==> src/rtl/bwt_pkg.sv <==
// rtl/bwt_pkg.sv - shared types and width helpers for the BWT rank engine.
package bwt_pkg;

   typedef enum logic [2:0] {
      IDLE, LOAD, INIT, CMP, COMMIT, SCATTER, OUT, DONE
   } state_e;

   // Key fields are zero-extended to this width; RANK_W must not exceed it.
   localparam int KEY_FW = 16;

   typedef struct packed {
      logic [KEY_FW-1:0] hi;
      logic [KEY_FW-1:0] lo;
   } key_t;

   function automatic int idx_w(input int n);
      return $clog2(n);
   endfunction

   function automatic int rank_w(input int cw, input int n);
      return (cw > $clog2(n)) ? cw : $clog2(n);
   endfunction

endpackage

==> src/rtl/bwt_key_cmp.sv <==
// rtl/bwt_key_cmp.sv - LANES parallel rotation-key comparators producing a
// less-than count and an equal-to-another-row flag per cycle.
module bwt_key_cmp
   import bwt_pkg::*;
#(
   parameter int LANES = 4,
   parameter int IDX_W = 5,
   parameter int CNT_W = $clog2(LANES + 1)
) (
   input  key_t                   key_i,
   input  key_t [LANES-1:0]       key_j,
   input  logic [IDX_W-1:0]       i_idx,
   input  logic [IDX_W-1:0]       j_base,
   input  logic                   tie_break,
   output logic [CNT_W-1:0]       lt_cnt,
   output logic                   eq_other
);

   always_comb begin
      lt_cnt   = '0;
      eq_other = 1'b0;
      for (int l = 0; l < LANES; l++) begin
         // Final phase: equal keys are ordered by start index to force a permutation.
         if ((key_j[l] < key_i) ||
             (tie_break && (key_j[l] == key_i) && ((int'(j_base) + l) < int'(i_idx))))
            lt_cnt = lt_cnt + CNT_W'(1);
         if ((key_j[l] == key_i) && ((int'(j_base) + l) != int'(i_idx)))
            eq_other = 1'b1;
      end
   end

endmodule

==> src/rtl/bwt_rank_engine.sv <==
// rtl/bwt_rank_engine.sv - cyclic BWT engine ranking rotations by prefix doubling.
// BWT_EARLY_EXIT_EN: skip remaining phases once ranks are unique; adds phases_used.
module bwt_rank_engine
   import bwt_pkg::*;
#(
   parameter int STR_LEN = 32,
   parameter int CHAR_W  = 8,
   parameter int LANES   = 4
) (
   input  logic                       clk,
   input  logic                       rst_n,
   input  logic                       start,
   input  logic                       in_valid,
   output logic                       in_ready,
   input  logic [CHAR_W-1:0]          in_data,
   output logic                       out_valid,
   input  logic                       out_ready,
   output logic [CHAR_W-1:0]          out_data,
   output logic                       out_last,
   output logic [$clog2(STR_LEN)-1:0] primary_idx,
   output logic                       busy,
   output logic                       done
`ifdef BWT_EARLY_EXIT_EN
   ,
   output logic [$clog2(STR_LEN)-1:0] phases_used
`endif
);

   localparam int IDX_W  = idx_w(STR_LEN);
   localparam int RANK_W = rank_w(CHAR_W, STR_LEN);
   localparam int P      = IDX_W;
   localparam int CNT_W  = $clog2(LANES + 1);
   localparam logic [IDX_W-1:0] LAST   = IDX_W'(STR_LEN - 1);
   localparam logic [IDX_W-1:0] J_LAST = IDX_W'(STR_LEN - LANES);
   localparam logic [IDX_W-1:0] P_LAST = IDX_W'(P - 1);

   state_e state, state_nx;

   logic [CHAR_W-1:0] sym   [STR_LEN];
   logic [CHAR_W-1:0] bwt   [STR_LEN];
   logic [RANK_W-1:0] rank  [STR_LEN];
   logic [RANK_W-1:0] nrank [STR_LEN];

   logic [IDX_W-1:0] cnt, j_base, p, acc;
   logic             tie, finish_ph;
   logic [IDX_W:0]   sum;
   logic [CNT_W-1:0] lt_cnt;
   logic             eq_other;
   key_t             key_i;
   key_t [LANES-1:0] key_j;

   function automatic logic [IDX_W-1:0] partner(input logic [IDX_W-1:0] a,
                                                input logic [IDX_W-1:0] sh);
      logic [IDX_W:0] s;
      s = {1'b0, a} + ((IDX_W+1)'(1) << sh);
      if (s >= (IDX_W+1)'(STR_LEN))
         s = s - (IDX_W+1)'(STR_LEN);
      return s[IDX_W-1:0];
   endfunction

   always_comb begin
      key_i.hi = KEY_FW'(rank[cnt]);
      key_i.lo = KEY_FW'(rank[partner(cnt, p)]);
      for (int l = 0; l < LANES; l++) begin
         key_j[l].hi = KEY_FW'(rank[j_base + IDX_W'(l)]);
         key_j[l].lo = KEY_FW'(rank[partner(j_base + IDX_W'(l), p)]);
      end
   end

   bwt_key_cmp #(.LANES(LANES), .IDX_W(IDX_W), .CNT_W(CNT_W)) u_cmp (
      .key_i    (key_i),
      .key_j    (key_j),
      .i_idx    (cnt),
      .j_base   (j_base),
      .tie_break(p == P_LAST),
      .lt_cnt   (lt_cnt),
      .eq_other (eq_other)
   );

   assign sum = {1'b0, acc} + (IDX_W+1)'(lt_cnt);

`ifdef BWT_EARLY_EXIT_EN
   assign finish_ph = (p == P_LAST) || !tie;
`else
   logic tie_unused;
   assign tie_unused = tie;
   assign finish_ph  = (p == P_LAST);
`endif

   always_ff @(posedge clk or negedge rst_n) begin
      if (!rst_n) state <= IDLE;
      else        state <= state_nx;
   end

   always_comb begin
      state_nx = state;
      case (state)
         IDLE:    if (start) state_nx = LOAD;
         LOAD:    if (in_valid && cnt == LAST) state_nx = INIT;
         INIT:    state_nx = CMP;
         CMP:     if (j_base == J_LAST && cnt == LAST) state_nx = COMMIT;
         COMMIT:  state_nx = finish_ph ? SCATTER : CMP;
         SCATTER: if (cnt == LAST) state_nx = OUT;
         OUT:     if (out_ready && cnt == LAST) state_nx = DONE;
         DONE:    state_nx = IDLE;
         default: state_nx = IDLE;
      endcase
   end

   always_ff @(posedge clk or negedge rst_n) begin
      if (!rst_n) begin
         for (int i = 0; i < STR_LEN; i++) begin
            sym[i]   <= '0;
            bwt[i]   <= '0;
            rank[i]  <= '0;
            nrank[i] <= '0;
         end
         cnt         <= '0;
         j_base      <= '0;
         p           <= '0;
         acc         <= '0;
         tie         <= 1'b0;
         primary_idx <= '0;
`ifdef BWT_EARLY_EXIT_EN
         phases_used <= '0;
`endif
      end else begin
         case (state)
            IDLE: cnt <= '0;
            LOAD: if (in_valid) begin
               sym[cnt] <= in_data;
               cnt      <= (cnt == LAST) ? '0 : cnt + 1'b1;
            end
            INIT: begin
               for (int i = 0; i < STR_LEN; i++)
                  rank[i] <= RANK_W'(sym[i]);
               p      <= '0;
               j_base <= '0;
               acc    <= '0;
               tie    <= 1'b0;
               cnt    <= '0;
            end
            CMP: begin
               if (eq_other) tie <= 1'b1;
               if (j_base == J_LAST) begin
                  nrank[cnt] <= RANK_W'(sum);
                  acc        <= '0;
                  j_base     <= '0;
                  cnt        <= (cnt == LAST) ? '0 : cnt + 1'b1;
               end else begin
                  acc    <= sum[IDX_W-1:0];
                  j_base <= j_base + IDX_W'(LANES);
               end
            end
            COMMIT: begin
               for (int i = 0; i < STR_LEN; i++)
                  rank[i] <= nrank[i];
               p   <= p + 1'b1;
               tie <= 1'b0;
`ifdef BWT_EARLY_EXIT_EN
               phases_used <= p + 1'b1;
`endif
            end
            SCATTER: begin
               // Row rank[i] ends with the symbol preceding rotation i.
               bwt[rank[cnt][IDX_W-1:0]] <= sym[(cnt == '0) ? LAST : cnt - 1'b1];
               primary_idx <= rank[0][IDX_W-1:0];
               cnt         <= (cnt == LAST) ? '0 : cnt + 1'b1;
            end
            OUT: if (out_ready) cnt <= (cnt == LAST) ? '0 : cnt + 1'b1;
            default: ;
         endcase
      end
   end

   assign in_ready  = (state == LOAD);
   assign out_valid = (state == OUT);
   assign out_data  = bwt[cnt];
   assign out_last  = out_valid && (cnt == LAST);
   assign busy      = (state != IDLE);
   assign done      = (state == DONE);

endmodule
==> config.mk <==
export PLATFORM = sky130hd
export DESIGN_NAME = bwt_rank_engine
export DESIGN_NICKNAME = d
export VERILOG_FILES = /design/src/rtl/bwt_pkg.sv /design/src/rtl/bwt_key_cmp.sv /design/src/rtl/bwt_rank_engine.sv
export SDC_FILE = /design/constraint.sdc
export NUM_CORES = 2
export LEC_CHECK = 0
export BUFFER_PORTS_ARGS = -buffer_cell sky130_fd_sc_hd__buf_2
export CORE_MARGIN = 2
export CORE_UTILIZATION = 40
export CTS_CLUSTER_DIAMETER = 30
export CTS_CLUSTER_SIZE = 10
export DETAILED_ROUTE_END_ITERATION = 6
export GPL_ROUTABILITY_DRIVEN = 0
export PLACE_DENSITY = 0.58
export SYNTH_ARGS = -nofsm -noshare
export SYNTH_HDL_FRONTEND = slang
export SYNTH_SLANG_ARGS = --single-unit
==> constraint.sdc <==
create_clock -name clk -period 8.8 [get_ports clk]
set_input_delay 0.44 -clock clk [delete_from_list [all_inputs] [get_ports clk]]
set_output_delay 0.44 -clock clk [all_outputs]
set_load 0.005 [all_outputs]
==> metrics.txt <==
HP Class input pin to async pin; number of synthesized flops with an enable pin 0; Final Setup Violations 0; Clock Sinks 986; worst-skew pair later-pin latency 890 ps; DR WL met2 91000 µm; met3 WL post-DR 27600 µm; clock skew 112 ps; global-route wire length before repair 318000 µm; Final #Nets 5021; Remaining Overflow, GRT 0; H-Tree Depth 4; Post-route DRC 4; die width 385 µm; Core ar. 0.144 mm²; largest net degree at the start of global routing 193; I/O Buffers 30; vias in the first global route 44500; Mapped Area 0.0580 mm²; area grow syn2layout 17.9%; Yosys warnings 0; min Tclk post-route 8460 ps; number of synthesized register bits 986; Overall Global Routing Usage 29.4%; R2R Path Start p[4]; # diodes 0; Max Cap Violations 1; worst slew pin tran 1540 ps; row cnt 139; r2r setup slk 340 ps; share of cells above drive strength 1 33.0%; Routed Antenna Nets 0; top sig layer met5; post-detail-place hpwl 146000 µm; CP Max Fanout 32; Crit. Startpoint p[4]; Die H 385 µm; Worst Path Arrival 9110 ps; failing checks design-rule violations, max-capacitance violations, max-slew violations; Synth Flop Type dfrtp_1; Achievable Freq 118 MHz; initial DRC count 6160; io pins 31; Initial Util 40.3%; CP Launch Type flop; final hold viol count 0; run status finished with violations; CTS tree done; WL met1 86300 µm; synth unique cells 76; Relative slew margins -3.68%; Max clock buf depth 3; final worst-path cycle share 96.2%; drt via density 6.51; DR vias 45600; CTS root buffer clkbuf_16; RSZ-0062 raised after global routing false; sequential fraction of the synthesis area 42.6%; Post-synth ARST share 100%; Worst Setup End Kind flop; Req. time, crit path 9440 ps; clock slew at reported path FFs 50 ps; final setup TNS 0 ps; Pre-antenna DRT Iters 7; initial antenna violation count 6; wire per inst 31.1 µm; Slew Limit Fails 2; Inserted Clock Buffers 221; die area 0.148 mm²; Post-Syn Area per Cell 11.7 µm²; CP Class flop to flop; total wire length 217000 µm; Cells after Synth 4936
-- flip-flops by register name (all words and copies together) (netlist names) --
name / count
bwt: 256
acc: 5
p: 5
rank: 256
nrank: 192
state: 3
j_base: 3
primary_idx: 5
cnt: 5
sym: 256
-- synth_stat cells (15+ instances only) --
cell type | count | area [µm²]
nand4_1 | 25 | 156
a311oi_1 | 32 | 280
mux2i_1 | 203 | 2030
dfrtp_1 | 986 | 24700
a31oi_1 | 15 | 93.8
nand3_1 | 121 | 606
mux2_2 | 605 | 6810
o21ai_0 | 207 | 1040
a21oi_1 | 52 | 260
a21o_1 | 21 | 158
a22oi_1 | 242 | 1820
buf_2 | 35 | 175
nor2_1 | 69 | 259
mux4_2 | 458 | 10300
buf_1 | 53 | 199
nand2_1 | 1038 | 3900
and3_1 | 48 | 300
clkbuf_1 | 323 | 1210
inv_1 | 29 | 109
ha_1 | 100 | 1250
a22o_1 | 75 | 657
a311o_1 | 22 | 220
-- final timing paths --
check / to / cells past startpoint
min reg2reg: rank[234] / 2
min in group clk: cnt[1] / 6
max in group asynchronous: bwt[97] / 4
min: p[4] / 2
max: nrank[101] / 27
max reg2reg: nrank[101] / 27
-- worst max-delay path, cell delays in order (launching register included) --
cell and delay [ps]:
dfrtp_1 430, or3_1 480, nor2_4 290, ha_4 180, inv_1 50, fa_4 1010
buf_4 260, mux4_2 300, mux4_2 510, mux2i_1 530, ha_1 370, o21a_1 120
o21a_1 170, o21a_1 160, o21ai_0 150, a21oi_1 90, o32a_1 400, inv_1 110
ha_1 250, xnor2_1 250, ha_1 290, mux2_2 270, ha_1 260, a21o_1 170
a21oi_1 350, nand3b_1 170, buf_4 390, o21ai_0 180
-- metrics by stage --
step / hold slack, ps / setup slack, ps / instances / util [%] / cell area [µm²]
finish: 174 / 335 / 6997 / 47.6 / 68400
global route: 233 / 1.91 / 6997 / 47.6 / 68400
CTS: 206 / 478 / 6997 / 47.6 / 68300
detailed placement: 464 / 554 / 6584 / 42.0 / 60400
global placement: 454 / 624 / 6584 / 42.0 / 60400
floorplan: 144 / 64.5 / 4937 / - / 58000
-- layer usage --
metal,up-vias,track usage [%]
met2,3030,41.2
met3,637,10.6
li1,18500,-
met5,-,0
met4,10,14.6
met1,23400,40.2
-- area by class of cell --
| type | instances | area (µm²) |
|---|---|---|
| clock inverters | 133 | 1920 |
| fillers | 12800 | 75300 |
| inverters | 32 | 125 |
| repair buffers | 160 | 1290 |
| clock buffers | 278 | 6050 |
| flip-flops and latches | 986 | 24700 |
| multi-input cells | 3505 | 31900 |
| well taps | 1903 | 2380 |
-- timing repair --
item,4_1_cts,5_1_grt
setup endpoints to repair,0,64
setup buffers,0,0
gates resized for setup,0,2
hold buffers,2,0
endpoints found under the hold margin,72,0
-- layout by cell type, fill, tap and decap left out, types with 51 or more instances in the layout --
cell type and n:
nand2_1 1038, ha_1 96, nand3_1 121, mux4_2 458
mux2_2 605, a22o_1 75, a21oi_1 51, nor2_1 61
o21ai_0 199, buf_4 116, a22oi_1 241, mux2i_1 201
dfrtp_1 981, clkbuf_16 221
-- kinds of logic (layout without fill, tap and decap cells) --
family                   count (synthesis)  in the layout  synth area share (%)
flip-flops                             986            986                  42.6
buffers and inverters                  446            603                  3.00
multiplexers                          1267           1267                  33.1
AO/OA/AOI/OAI                          735            735                  8.81
XOR/XNOR                                28             28                 0.488
other                                    2              3                0.0130
adder cells (fa/ha/maj)                102            102                  2.23
AND/OR/NAND/NOR                       1370           1370                  9.80
Power is not shown: default switching activity piles up to over one toggle a cycle in this logic, so the estimate is an artifact.
